<file path="src/rtl/link_table_order_master.sv">
// Order initiator for link_table_mamager: FIFO-buffered host commands, one order in flight, tagged results.
// Latency: command accepted in cycle t -> order_valid at t+2; dout transfer -> res_valid next cycle.
// Backpressure: cmd_busy when FIFO full or halted; order_busy/res_busy hold outputs stable; watchdog halts on hung manager.

module link_table_order_master_fifo #(
  parameter int DW = 8,
  parameter int AW = 2
) (
  input  logic          clk,
  input  logic          rst_n,
  input  logic          i_push,
  input  logic [DW-1:0] i_dat,
  input  logic          i_pop,
  output logic [DW-1:0] o_dat,
  output logic          o_full,
  output logic          o_empty
);
  localparam int DEPTH = 1 << AW;

  logic [DW-1:0] r_mem [DEPTH];
  logic [AW-1:0] r_wp;
  logic [AW-1:0] r_rp;
  logic [AW:0]   r_cnt;
  logic          w_push_ok;
  logic          w_pop_ok;

  assign o_full    = (r_cnt == (AW+1)'(DEPTH));
  assign o_empty   = (r_cnt == '0);
  assign w_push_ok = i_push && !o_full;
  assign w_pop_ok  = i_pop && !o_empty;
  assign o_dat     = r_mem[r_rp];

  // Storage; cleared on reset so the head never presents stale or unknown data
  always_ff @(posedge clk or negedge rst_n) begin
    if (!rst_n) begin
      for (int i = 0; i < DEPTH; i++) r_mem[i] <= '0;
    end else if (w_push_ok) begin
      r_mem[r_wp] <= i_dat;
    end
  end

  // Read/write pointers and occupancy count
  always_ff @(posedge clk or negedge rst_n) begin
    if (!rst_n) begin
      r_wp  <= '0;
      r_rp  <= '0;
      r_cnt <= '0;
    end else begin
      if (w_push_ok) r_wp <= r_wp + AW'(1);
      if (w_pop_ok)  r_rp <= r_rp + AW'(1);
      if (w_push_ok && !w_pop_ok)      r_cnt <= r_cnt + (AW+1)'(1);
      else if (!w_push_ok && w_pop_ok) r_cnt <= r_cnt - (AW+1)'(1);
    end
  end
endmodule

module link_table_order_master #(
  parameter int ADDR_WIDTH     = 16,
  parameter int DATA_WIDTH     = 16,
  parameter int TABLE_WIDTH    = 8,
  parameter int FIFO_AW        = 2,
  parameter int TAG_WIDTH      = 4,
  parameter int TIMEOUT_CYCLES = 1024
) (
  input  logic                   clk,
  input  logic                   rst_n,
  input  logic                   i_cmd_valid,
  output logic                   o_cmd_busy,
  input  logic [1:0]             i_cmd_type,
  input  logic [TABLE_WIDTH-1:0] i_cmd_table,
  input  logic [ADDR_WIDTH-1:0]  i_cmd_node,
  input  logic [DATA_WIDTH-1:0]  i_cmd_data,
  output logic                   o_order_valid,
  input  logic                   i_order_busy,
  output logic [1:0]             o_order_type,
  output logic [TABLE_WIDTH-1:0] o_order_table,
  output logic [ADDR_WIDTH-1:0]  o_order_node,
  output logic [DATA_WIDTH-1:0]  o_order_data,
  input  logic                   i_dout_valid,
  output logic                   o_dout_busy,
  input  logic [DATA_WIDTH-1:0]  i_dout_data,
  output logic                   o_res_valid,
  input  logic                   i_res_busy,
  output logic [TAG_WIDTH-1:0]   o_res_tag,
  output logic [1:0]             o_res_type,
  output logic [1:0]             o_res_status,
  output logic [DATA_WIDTH-1:0]  o_res_data,
  output logic                   o_halted
);
  localparam int CW = 2 + TABLE_WIDTH + ADDR_WIDTH + DATA_WIDTH;
  localparam int TW = $clog2(TIMEOUT_CYCLES) + 1;

  localparam logic [2:0] S_IDLE  = 3'd0;
  localparam logic [2:0] S_ISSUE = 3'd1;
  localparam logic [2:0] S_WAIT  = 3'd2;
  localparam logic [2:0] S_RESP  = 3'd3;
  localparam logic [2:0] S_HALT  = 3'd4;

  localparam logic [1:0] ST_OK      = 2'b00;
  localparam logic [1:0] ST_FAIL    = 2'b01;
  localparam logic [1:0] ST_TIMEOUT = 2'b10;
  localparam logic [1:0] T_READ     = 2'b11;

  logic [2:0]            r_state;
  logic                  r_order_vld;
  logic                  r_dout_busy;
  logic                  r_res_vld;
  logic [TAG_WIDTH-1:0]  r_tag;
  logic [1:0]            r_type;
  logic [1:0]            r_res_status;
  logic [DATA_WIDTH-1:0] r_res_data;
  logic                  r_halted;
  logic [TW-1:0]         r_timer;

  logic                   w_push;
  logic                   w_pop;
  logic                   w_full;
  logic                   w_empty;
  logic [CW-1:0]          w_cmd_dat;
  logic [CW-1:0]          w_head;
  logic [1:0]             w_head_type;
  logic [TABLE_WIDTH-1:0] w_head_table;
  logic [ADDR_WIDTH-1:0]  w_head_node;
  logic [DATA_WIDTH-1:0]  w_head_data;
  logic                   w_order_xfer;
  logic                   w_dout_xfer;
  logic                   w_timeout;
  logic [1:0]             w_dout_status;

  assign o_cmd_busy = w_full || r_halted;
  assign w_push     = i_cmd_valid && !o_cmd_busy;
  assign w_cmd_dat  = {i_cmd_type, i_cmd_table, i_cmd_node, i_cmd_data};

  link_table_order_master_fifo #(
    .DW (CW),
    .AW (FIFO_AW)
  ) u_cmd_fifo (
    .clk     (clk),
    .rst_n   (rst_n),
    .i_push  (w_push),
    .i_dat   (w_cmd_dat),
    .i_pop   (w_pop),
    .o_dat   (w_head),
    .o_full  (w_full),
    .o_empty (w_empty)
  );

  assign {w_head_type, w_head_table, w_head_node, w_head_data} = w_head;

  // The head entry is popped only once the manager takes it, so order_* stays stable while presented
  assign w_order_xfer = r_order_vld && !i_order_busy;
  assign w_pop        = (r_state == S_ISSUE) && w_order_xfer;
  assign w_dout_xfer  = i_dout_valid && !r_dout_busy;
  assign w_timeout    = (r_timer == TW'(TIMEOUT_CYCLES - 1));

  // READ always succeeds; list ops report a zero response as failure
  assign w_dout_status = (r_type == T_READ) ? ST_OK :
                         ((i_dout_data == '0) ? ST_FAIL : ST_OK);

  // Order fields are zero whenever no order is offered
  assign o_order_valid = r_order_vld;
  assign o_order_type  = r_order_vld ? w_head_type  : '0;
  assign o_order_table = r_order_vld ? w_head_table : '0;
  assign o_order_node  = r_order_vld ? w_head_node  : '0;
  assign o_order_data  = r_order_vld ? w_head_data  : '0;

  assign o_dout_busy  = r_dout_busy;
  assign o_res_valid  = r_res_vld;
  assign o_res_tag    = r_tag;
  assign o_res_type   = r_type;
  assign o_res_status = r_res_status;
  assign o_res_data   = r_res_data;
  assign o_halted     = r_halted;

  // Order sequencer: issue one order, wait for its response or the watchdog, deliver the result
  always_ff @(posedge clk or negedge rst_n) begin
    if (!rst_n) begin
      r_state      <= S_IDLE;
      r_order_vld  <= 1'b0;
      r_dout_busy  <= 1'b1;
      r_res_vld    <= 1'b0;
      r_tag        <= '0;
      r_type       <= '0;
      r_res_status <= '0;
      r_res_data   <= '0;
      r_halted     <= 1'b0;
      r_timer      <= '0;
    end else begin
      case (r_state)
        S_IDLE: begin
          if (!w_empty) begin
            r_state     <= S_ISSUE;
            r_order_vld <= 1'b1;
          end
        end
        S_ISSUE: begin
          if (w_order_xfer) begin
            r_order_vld <= 1'b0;
            r_type      <= w_head_type;
            r_timer     <= '0;
            r_dout_busy <= 1'b0;
            r_state     <= S_WAIT;
          end
        end
        S_WAIT: begin
          r_timer <= r_timer + TW'(1);
          // A response arriving in the last watchdog cycle still counts as a normal result
          if (w_dout_xfer) begin
            r_dout_busy  <= 1'b1;
            r_res_data   <= i_dout_data;
            r_res_status <= w_dout_status;
            r_res_vld    <= 1'b1;
            r_state      <= S_RESP;
          end else if (w_timeout) begin
            r_dout_busy  <= 1'b1;
            r_res_data   <= '0;
            r_res_status <= ST_TIMEOUT;
            r_res_vld    <= 1'b1;
            r_halted     <= 1'b1;
            r_state      <= S_RESP;
          end
        end
        S_RESP: begin
          if (!i_res_busy) begin
            r_res_vld <= 1'b0;
            r_tag     <= r_tag + TAG_WIDTH'(1);
            if (r_halted) begin
              r_state     <= S_HALT;
              r_dout_busy <= 1'b0;
            end else begin
              r_state <= S_IDLE;
            end
          end
        end
        S_HALT: begin
          // Soak up any late response from the hung manager; only reset leaves this state
          r_dout_busy <= 1'b0;
        end
        default: r_state <= S_IDLE;
      endcase
    end
  end
endmodule
</file>
<file path="config.mk">
export PLATFORM = sky130hd
export DESIGN_NAME = link_table_order_master
export DESIGN_NICKNAME = d
export VERILOG_FILES = /design/src/rtl/link_table_order_master.sv
export SDC_FILE = /design/constraint.sdc
export NUM_CORES = 1
export LEC_CHECK = 0
export ABC_AREA = 1
export CORE_UTILIZATION = 40
export CTS_BUF_LIST = sky130_fd_sc_hd__clkbuf_8 sky130_fd_sc_hd__clkbuf_16
export DETAILED_ROUTE_END_ITERATION = 16
export SYNTH_ARGS = -nofsm -noshare
export SYNTH_HDL_FRONTEND = slang
export SYNTH_SLANG_ARGS = --single-unit
</file>
<file path="constraint.sdc">
create_clock -name clk -period 5 [get_ports clk]
set_input_delay 1 -clock clk [delete_from_list [all_inputs] [get_ports clk]]
set_output_delay 1 -clock clk [all_outputs]
set_load 0.05 [all_outputs]
</file>
* Word level (Yosys, flattened, before mapping)
Index checks and enable logic that the tools add are counted.
W data, S select, Z words.
** Storage, ports and cells
- Bits in registers :: 217
- Output and inout bits :: 71
** Operators by class
- Add/sub/neg operators :: 6
- Order comparisons :: 3
- Equal/unequal tests :: 12
- Muxes and demuxes :: 37
- Bitwise gates (word level) :: 5
- Reduce and logical (&&, ||, !) cells :: 35
** Operator list (number)
- $bwmux W168 :: 1
- $mux W42 :: 3
- $bmux W42 S2 :: 1
- $demux W42 S2 :: 1
- $mux W16 :: 4
- $mux W3 :: 8
- $pmux W11 S2 :: 1
- $logic_not A16 Y1 :: 1
- $pmux W3 S5 :: 1
- $add A11 B1 Y11 const B :: 1
- $eq A11 B10 Y1 const B :: 1
- $mux W11 :: 1
- $reduce_and A5 Y1 :: 2
- $reduce_bool A2 Y1 :: 5
- $logic_and A1 B1 Y1 :: 9
- $mux W1 :: 9
- $reduce_and A3 Y1 :: 3
- $mux W8 :: 1
- $ne A2 B2 Y1 const B :: 4
- $reduce_and A2 Y1 :: 4
- $logic_not A1 Y1 :: 7
- $eq A3 B2 Y1 const B :: 2
- $eq A3 B3 Y1 const B :: 2
- $ge A3 B3 Y1 const B :: 2
- other kinds (16) :: 24

* Longest topological paths before layout
Gate-level depths: netlist of the first run.
- Depth in word-level cells :: 9
- Depth in mapped cells :: 10
- Gate-level depth less buffers :: 10

* By module
From an unflattened synthesis of the first run, not the netlist that was laid out.
** Second synthesis, totals
- Cell total of the unflattened synthesis :: 1428
- Area total of the unflattened synthesis :: 10999.3 um^2
** Modules (own cells, without submodules)
- link_table_order_master_fifo :: times used 1, cells an instance 1084, area an instance 8563.2 um^2
- link_table_order_master :: times used 1, cells an instance 344, area an instance 2436.1 um^2

* Least setup slack after synthesis of the first run
OpenSTA, ideal clock, no wires.
- Path kind :: register to output
- Start point :: register r_order_vld, in the netlist o_order_valid
- End point :: output port o_order_data[10]
- Arrival time :: 1.931 ns
- Required time :: 4.000 ns
- Setup slack :: 2.069 ns
- Cell stages (with the launch flop) :: 4
- Path buffers :: 1
- Path through :: dfrtp_1 -> clkinv_1 -> clkbuf_1 -> a21oi_1
** On the way
- Longest elaborated chain between the ends :: 1
** Ends and longest elaborated chain
- start, declared :: RTL line 105 : logic r_order_vld;
- start signal, assigned :: RTL line 179 : r_order_vld <= 1'b0;
- start signal, assigned :: RTL line 193 : r_order_vld <= 1'b1;
- start signal, assigned :: RTL line 198 : r_order_vld <= 1'b0;
- $mux W16 :: RTL line 165 : assign o_order_data = r_order_vld ? w_head_data : '0;
- end, declared :: RTL line 78 : output logic [DATA_WIDTH-1:0] o_order_data,
Every way passes these cells.

* Worst setup path after layout of the first run
- Start point :: register u_cmd_fifo.r_rp[1]
- End point :: output port o_order_node[1]
** On the way
- Longest elaborated chain between the ends :: 5
** Ends and longest elaborated chain
- start, declared :: RTL line 22 : logic [AW-1:0] r_rp;
- start signal, assigned :: RTL line 50 : if (w_pop_ok) r_rp <= r_rp + AW'(1);
- $not A2 Y3 (implied by the code) :: RTL line 31 : assign o_dat = r_mem[r_rp];
- $bmux W42 S2 :: RTL line 31
- $mux W42 (implied by the code) (2 in series) :: RTL line 31
- $mux W16 :: RTL line 164 : assign o_order_node = r_order_vld ? w_head_node : '0;
- end, declared :: RTL line 77 : output logic [ADDR_WIDTH-1:0] o_order_node,
Every way passes these cells. The select of a mux whose other input is x is not followed.

==> impl_summary.txt, run 1 <==
----------------------------------------------------
[Global routing]
  Number of global-route vias before repair ... 8102
  Met2 Usage GRT ... 31.7%
  Grt ovf ... 0
  Global-route wire length before repair ... 42200 µm
  Met1 demand-to-capacity share in global routing ... 27.9%
  Tot GR Track Use ... 19.6%
  Pin count of the biggest net entering global routing ... 86
  Antenna violations before repair ... 0
  Met3 track demand over resource in global routing ... 2.39%
  Most utilized layer in the global route result ... met2

[Clock tree]
  Cell at the root of the clock tree ... clkbuf_16
  Hold-fix buffers, CTS ... 0
  Clock Sinks ... 217
  Clock Tree Buf Depth ... 3
  Maximum level of the CTS H-tree ... 1
  Post-CTS sizing ... 0
  Setup fix buffers added after clock tree synthesis ... 0
  TritonCTS clock tree ... built
  Worst skew pair latency ... 0.52 ns
  Clock buffer count from CTS ... 25
  Worst-path clk slew ... 0.06 ns

[Logic synthesis]
  Fraction of post-synthesis cell area in the top cell type by area ... 52.3%
  Cell taking the most area after synthesis ... dfrtp_1
  Count of warnings emitted by yosys ... 0
  Seq/Total Area, Yosys ... 52.5%
  Synth Area per Inst ... 8.61 µm²
  Gate count of the mapped netlist ... 1202
  Mapped Area ... 0.0103 mm²
  Number of unique standard cell types used by synthesis ... 33
  Syn Nets ... 1274
  Cell types with the largest area share after synthesis ... dfrtp_1 (52%), nand2_1 (9.2%), o21ai_0 (7.7%), o21ai_2 (6.5%), nor2_1 (6.5%)
  FF+latch count, synth ... 217

[Detailed routing]
  Number of DRC violations after detailed-routing iteration 0 ... 489
  Final routed wire length divided by cell count ... 15.1 µm
  Remaining DRCs ... 0
  DR pass1 iterations ... 5
  Via Count ... 8154
  Post-route antenna net violation count ... 0
  Aggregate routed wire length ... 24900 µm
  Detail-routed via count per cell ... 4.95

[Run]
  Max-cap viol count ... 0

[Worst setup path]
  Endpoint arrival time on the critical path ... 2.76 ns
  CP Class ... register to primary output
  Critical path data required time ... 4.00 ns
  Crit Reg-Reg Startpoint ... r_state[1]
  Worst setup path startpoint ... u_cmd_fifo.r_rp[1]
  Worst-path maximum fanout ... 44
  Nature of the critical path startpoint ... register
  Category of the worst setup path capture point ... primary output

[Cells and area]
  Layout-stage area growth over the synthesis result ... 19.6%
  Final cell count without fillers ... 1646
  Filler cell count in the final layout ... 2518
  Antenna cell count ... 0
  Share of final-layout standard cells stronger than drive strength 1 ... 14.4%
  Final core occ ... 49.0%
  Commonest non-fill, non-tap cell in the layout ... nand2_1
  Final net count ... 1372
  Commonest cells after routing, fill and taps aside ... nand2_1 (253), dfrtp_1 (214), nor2_1 (179), o21ai_0 (159)

[STA]
  Total Neg Setup Slack ... 0 ns
  Headroom to the max-slew limit ... 26.0%
  Number of hold violations in the final report ... 0
  RSZ-0062 raised after global routing ... no
  Max-slew violation count ... 0
  Highest Clock Rate ... 266 MHz
  Post-Route Skew ... 0.00775 ns
  Number of failing setup endpoints in the final timing report ... 0
  Actual slew at the worst max-slew pin ... 1.11 ns
  Clock period minus worst slack ... 3.76 ns
  Period utilization ... 75.2%

[Pwr]
  PwrDens ... 289 mW/mm²
  Static Leakage ... 5.89 nW
  Total power ... 0.00357 W
  Worst-case vdd ir drop ... 0.191 mV

[Floorplanning]
  I/O pin count ... 135
  Die Width ... 163 µm
  Area of the die ... 0.0265 mm²
  FP Rows ... 58
  Core area ... 0.0253 mm²
  Overall die height ... 163 µm
  Initial Util ... 41.0%

[Placed design]
  Number of cells after detailed placement ... 1603
  Final RePlAce weighted congestion ... 0.803
  Half-perimeter wire length of the detailed placement result ... 15300 µm
  Buffers added on ports ... 134

[Worst hold path]
  Classification of the worst-slack hold path ... primary input to async pin

[Status]
  Run status ... finished, final reports clean

----------------------------------------------------
synth_stat cells, drive strengths merged:
cell type / n
clkbuf: 28
mux2: 1
nor2: 186
ha: 7
xor2: 4
inv: 89
nand2: 260
nor3b: 1
buf: 44
nand4: 13
dfrtp: 216
nand3: 18
dfstp: 1
a22o: 1
a21oi: 47
fa: 1
clkinv: 2
xnor2: 3
o21ai: 278
nor3: 2
metrics by stage:
step           hold slack, ns  worst slack, ns  cell area [µm²]
2_1_floorplan           0.448             2.07            10300
3_3_place_gp            0.457             1.76            11600
3_5_place_dp            0.463             1.73            11600
4_1_cts                 0.477             1.16            12400
5_1_grt                 0.483             1.02            12400
6_report                0.458             1.24            12400
registers in the layout (all words and copies together) (netlist names):
register,flops
u_cmd_fifo.r_mem,168
o_res_data,16
r_timer,11
o_res_tag,4
r_state,3
u_cmd_fifo.r_cnt,3
o_res_status,2
o_res_type,2
u_cmd_fifo.r_rp,2
u_cmd_fifo.r_wp,2
o_dout_busy,1
o_halted,1
o_order_valid,1
o_res_valid,1
critical path, cell delays in order (launching register included):
cell and delay (ns):
dfrtp_2 1.04, clkinv_1 0.22, buf_4 0.28, nor2_1 0.12, o21ai_0 0.08, a21oi_1 0.30, buf_12 0.18
area by class of cell:
cell class,count,area [µm²],area share [%]
tap,330,413,3.34
sequential,217,5430,43.9
clock buffer,31,708,5.72
clock inverter,12,60.1,0.485
inverter,91,349,2.82
multi-input combinational,822,4050,32.8
timing repair buffer,143,1360,11.0
cell families after synthesis:
group                    count (synthesis)  synth area share (%)
AND/OR/NAND/NOR                        480                  18.7
AO/OA/AOI/OAI                          326                  18.7
flip-flops                             217                  52.5
buffers and inverters                  163                  8.35
adder cells (fa/ha/maj)                  8                  1.04
XOR/XNOR                                 7                 0.593
multiplexers                             1                 0.109
power breakdown:
group	internal, W	switching (W)	total (W)	leakage (nW)
Combinational	0.0000490	0.0000737	0.000123	2.54
Clock	0.000992	0.000701	0.00169	0.407
Sequential	0.00176	0	0.00176	2.94
Total	0.00280	0.000775	0.00357	5.89
per-layer routing:
layer	routed length, µm	vias to the layer above	share of wire (%)
met4	611	0	2.5
li1	-	4086	-
met3	804	38	3.2
met5	0	-	0
met2	11400	144	46
met1	12000	3886	48
worst paths after layout:
path	cells past startpoint	end	slack (ns)
max in group asynchronous	2	u_cmd_fifo.r_mem[36]	3.50
worst min-delay path	1	u_cmd_fifo.r_mem[8]	0.46
worst max-delay path	6	o_order_node[1]	1.24
min in group clk	2	o_res_status[0]	0.48
worst max register to register	8	u_cmd_fifo.r_cnt[1]	2.81
worst min register to register	2	o_res_status[0]	0.48
Power figures use the tool's default switching activity.
==> run 2, diff against run 1 <==
==> constraint.sdc (replaced) <==
create_clock -name clk -period 3.9 [get_ports clk]
set_input_delay 0.78 -clock clk [delete_from_list [all_inputs] [get_ports clk]]
set_output_delay 0.78 -clock clk [all_outputs]
set_load 0.05 [all_outputs]
==> impl_summary.txt, run 2 (synthesized netlist as in run 1, its figures left out) <==
----------------------------------------------------
[Floorplanning]
  Initial Util ... 41.0% (unchanged)
  Die Width ... 163 µm (unchanged)
  Core area ... 0.0253 mm² (unchanged)
  Overall die height ... 163 µm (unchanged)
  I/O pin count ... 135 (unchanged)
  Area of the die ... 0.0265 mm² (unchanged)
  FP Rows ... 58 (unchanged)

[Cells and area]
  Commonest non-fill, non-tap cell in the layout ... nand2_1 (unchanged)
  Largest reg by FF count ... u_cmd_fifo.r_mem (unchanged)
  Share of final-layout standard cells stronger than drive strength 1 ... 14.2% (was 14.4%)
  Final cell count without fillers ... 1646 (unchanged)
  Final core occ ... 51.1% (was 49.0%)
  Layout-stage area growth over the synthesis result ... 24.9% (was 19.6%)
  Commonest cells after routing, fill and taps aside ... nand2_1 (253), dfrtp_1 (214), nor2_1 (179), o21ai_0 (159), inv_1 (93) (was nand2_1 (253), dfrtp_1 (214), nor2_1 (179), o21ai_0 (159))
  Antenna cell count ... 0 (unchanged)
  Final net count ... 1372 (unchanged)
  Number of flip-flops in the largest register ... 168 (unchanged)

[Worst setup path]
  Crit Reg-Reg Startpoint ... r_state[1] (unchanged)
  Flop2flop setup slack ... 1.75 ns (was 2.81 ns)
  CP Class ... register to primary output (unchanged)
  Nature of the critical path startpoint ... register (unchanged)
  Critical path data required time ... 3.12 ns (was 4.00 ns)
  Most frequent cell on the critical path ... nor2_1
  Cell at the slowest stage of the critical path ... dfrtp_2 (unchanged)
  Depth of the most critical reg-to-reg path ... 8 (unchanged)
  Reg2reg end ... u_cmd_fifo.r_cnt[1] (unchanged)
  Worst-path maximum fanout ... 36 (was 44)
  Category of the worst setup path capture point ... primary output (unchanged)
  Chain of cells forming the critical path ... buf_4, nor2_1, nor2_1, o21ai_0, a21oi_1, buf_12 (was clkinv_1, buf_4, nor2_1, o21ai_0, a21oi_1, buf_12)
  Worst stage delay on the critical path ... 0.70 ns (was 1.04 ns)
  Endpoint arrival time on the critical path ... 2.52 ns (was 2.76 ns)

[STA]
  Total Neg Setup Slack ... 0 ns (unchanged)
  Highest Clock Rate ... 303 MHz
  Actual slew at the worst max-slew pin ... 1.08 ns (was 1.11 ns)
  Headroom to the max-slew limit ... 27.9% (was 26.0%)
  RSZ-0062 raised after global routing ... no (unchanged)
  Period utilization ... 84.6%
  Post-Route Skew ... 0.00952 ns (was 0.00775 ns)
  Max-slew violation count ... 0 (unchanged)
  Clock period minus worst slack ... 3.30 ns
  Number of failing setup endpoints in the final timing report ... 0 (unchanged)
  Number of hold violations in the final report ... 0 (unchanged)

[Placed design]
  Final RePlAce weighted congestion ... 0.748 (was 0.803)
  Number of cells after detailed placement ... 1603 (unchanged)
  Half-perimeter wire length of the detailed placement result ... 14700 µm (was 15300 µm)
  Buffers added on ports ... 134 (unchanged)

[Clock tree]
  Worst skew pair latency ... 0.51 ns (was 0.52 ns)
  Hold-fix buffers, CTS ... 0 (unchanged)
  Post-CTS sizing ... 0 (unchanged)
  Maximum level of the CTS H-tree ... 1 (unchanged)
  Clock buffer count from CTS ... 25 (unchanged)
  Clock Tree Buf Depth ... 3 (unchanged)
  Clock Sinks ... 217 (unchanged)
  Cell at the root of the clock tree ... clkbuf_16 (unchanged)
  Worst-path clk slew ... 0.06 ns (about the same)
  TritonCTS clock tree ... built (unchanged)
  Setup fix buffers added after clock tree synthesis ... 0 (unchanged)

[Pwr]
  Worst-case vdd ir drop ... 0.247 mV (was 0.191 mV)
  Total power ... 0.00465 W (was 0.00357 W)
  PwrDens ... 360 mW/mm² (was 289 mW/mm²)
  Static Leakage ... 6.03 nW (was 5.89 nW)

[Global routing]
  Pin count of the biggest net entering global routing ... 99 (was 86)
  Tot GR Track Use ... 19.0% (was 19.6%)
  Number of global-route vias before repair ... 7813 (was 8102)
  Global-route wire length before repair ... 41000 µm (was 42200 µm)
  Antenna violations before repair ... 0 (unchanged)
  Grt ovf ... 0 (unchanged)

[Detailed routing]
  Post-route met1 wirelength ... 12000 µm (about the same)
  Via Count ... 8111 (was 8154)
  Final routed wire length divided by cell count ... 14.7 µm (was 15.1 µm)
  Top layer used by detailed routing ... met4 (unchanged)
  DR WL met2 ... 11000 µm (was 11400 µm)
  Remaining DRCs ... 0 (unchanged)
  DR pass1 iterations ... 5 (unchanged)
  Wire length on met3 ... 888 µm (was 804 µm)
  Post-route antenna net violation count ... 0 (unchanged)
  Aggregate routed wire length ... 24300 µm (was 24900 µm)
  Number of DRC violations after detailed-routing iteration 0 ... 511 (was 489)
  Detail-routed via count per cell ... 4.93 (was 4.95)

[Run]
  Max-cap viol count ... 0 (unchanged)

[Status]
  Run status ... finished, final reports clean (unchanged)

[Worst hold path]
  Classification of the worst-slack hold path ... primary input to async pin (unchanged)

----------------------------------------------------
-- run 2: layer usage --
metal / GRT usage (%) / vias to the layer above
met4: 4.04 / 0
met3: 2.50 / 32
li1: - / 4087
met2: 30.0 / 140
met1: 27.9 / 3852
met5: 0 / -
-- run 2: worst max-delay path by stage --
stage | to | start | cells past startpoint
after floorplan | o_order_data[10] | o_order_valid | 3
after global placement | o_order_node[14] | u_cmd_fifo.r_rp[0] | 6
after detailed placement | o_order_node[14] | u_cmd_fifo.r_rp[0] | 6
after CTS | o_order_table[7] | u_cmd_fifo.r_rp[0] | 6
after global routing | o_order_node[13] | u_cmd_fifo.r_rp[0] | 6
final | o_order_table[7] | u_cmd_fifo.r_rp[0] | 6
-- run 2: stage by stage --
step           hold WS, ns  setup slack (ns)  area [µm²]
6_report             0.367             0.602       12900
5_1_grt              0.421             0.412       12900
4_1_cts              0.387             0.588       12900
3_5_place_dp         0.462              1.16       12100
3_3_place_gp         0.458              1.16       12100
2_1_floorplan        0.448              1.19       10300
-- run 2: where the power goes --
part	switching, W	total [W]	internal [W]
registers	0	0.00225	0.00225
clock network	0.000887	0.00224	0.00135
logic	0.0000937	0.000158	0.0000643
-- run 2: critical path: cells and delay by family, from the launching register on --
| kind | cells | cell delay (ns) |
|---|---|---|
| flip-flops | 1 | 0.70 |
| buffers and inverters | 2 | 0.65 |
| AND/OR/NAND/NOR | 2 | 0.19 |
| AO/OA/AOI/OAI | 2 | 0.43 |
-- run 2: cell type report --
type / count / area, µm²
well taps: 330 / 413
repair buffers: 143 / 1870
multi-input cells: 822 / 4050
inverters: 91 / 349
clock inverters: 11 / 73.8
fillers: 2408 / 12300
clock buffers: 32 / 722
flip-flops and latches: 217 / 5430
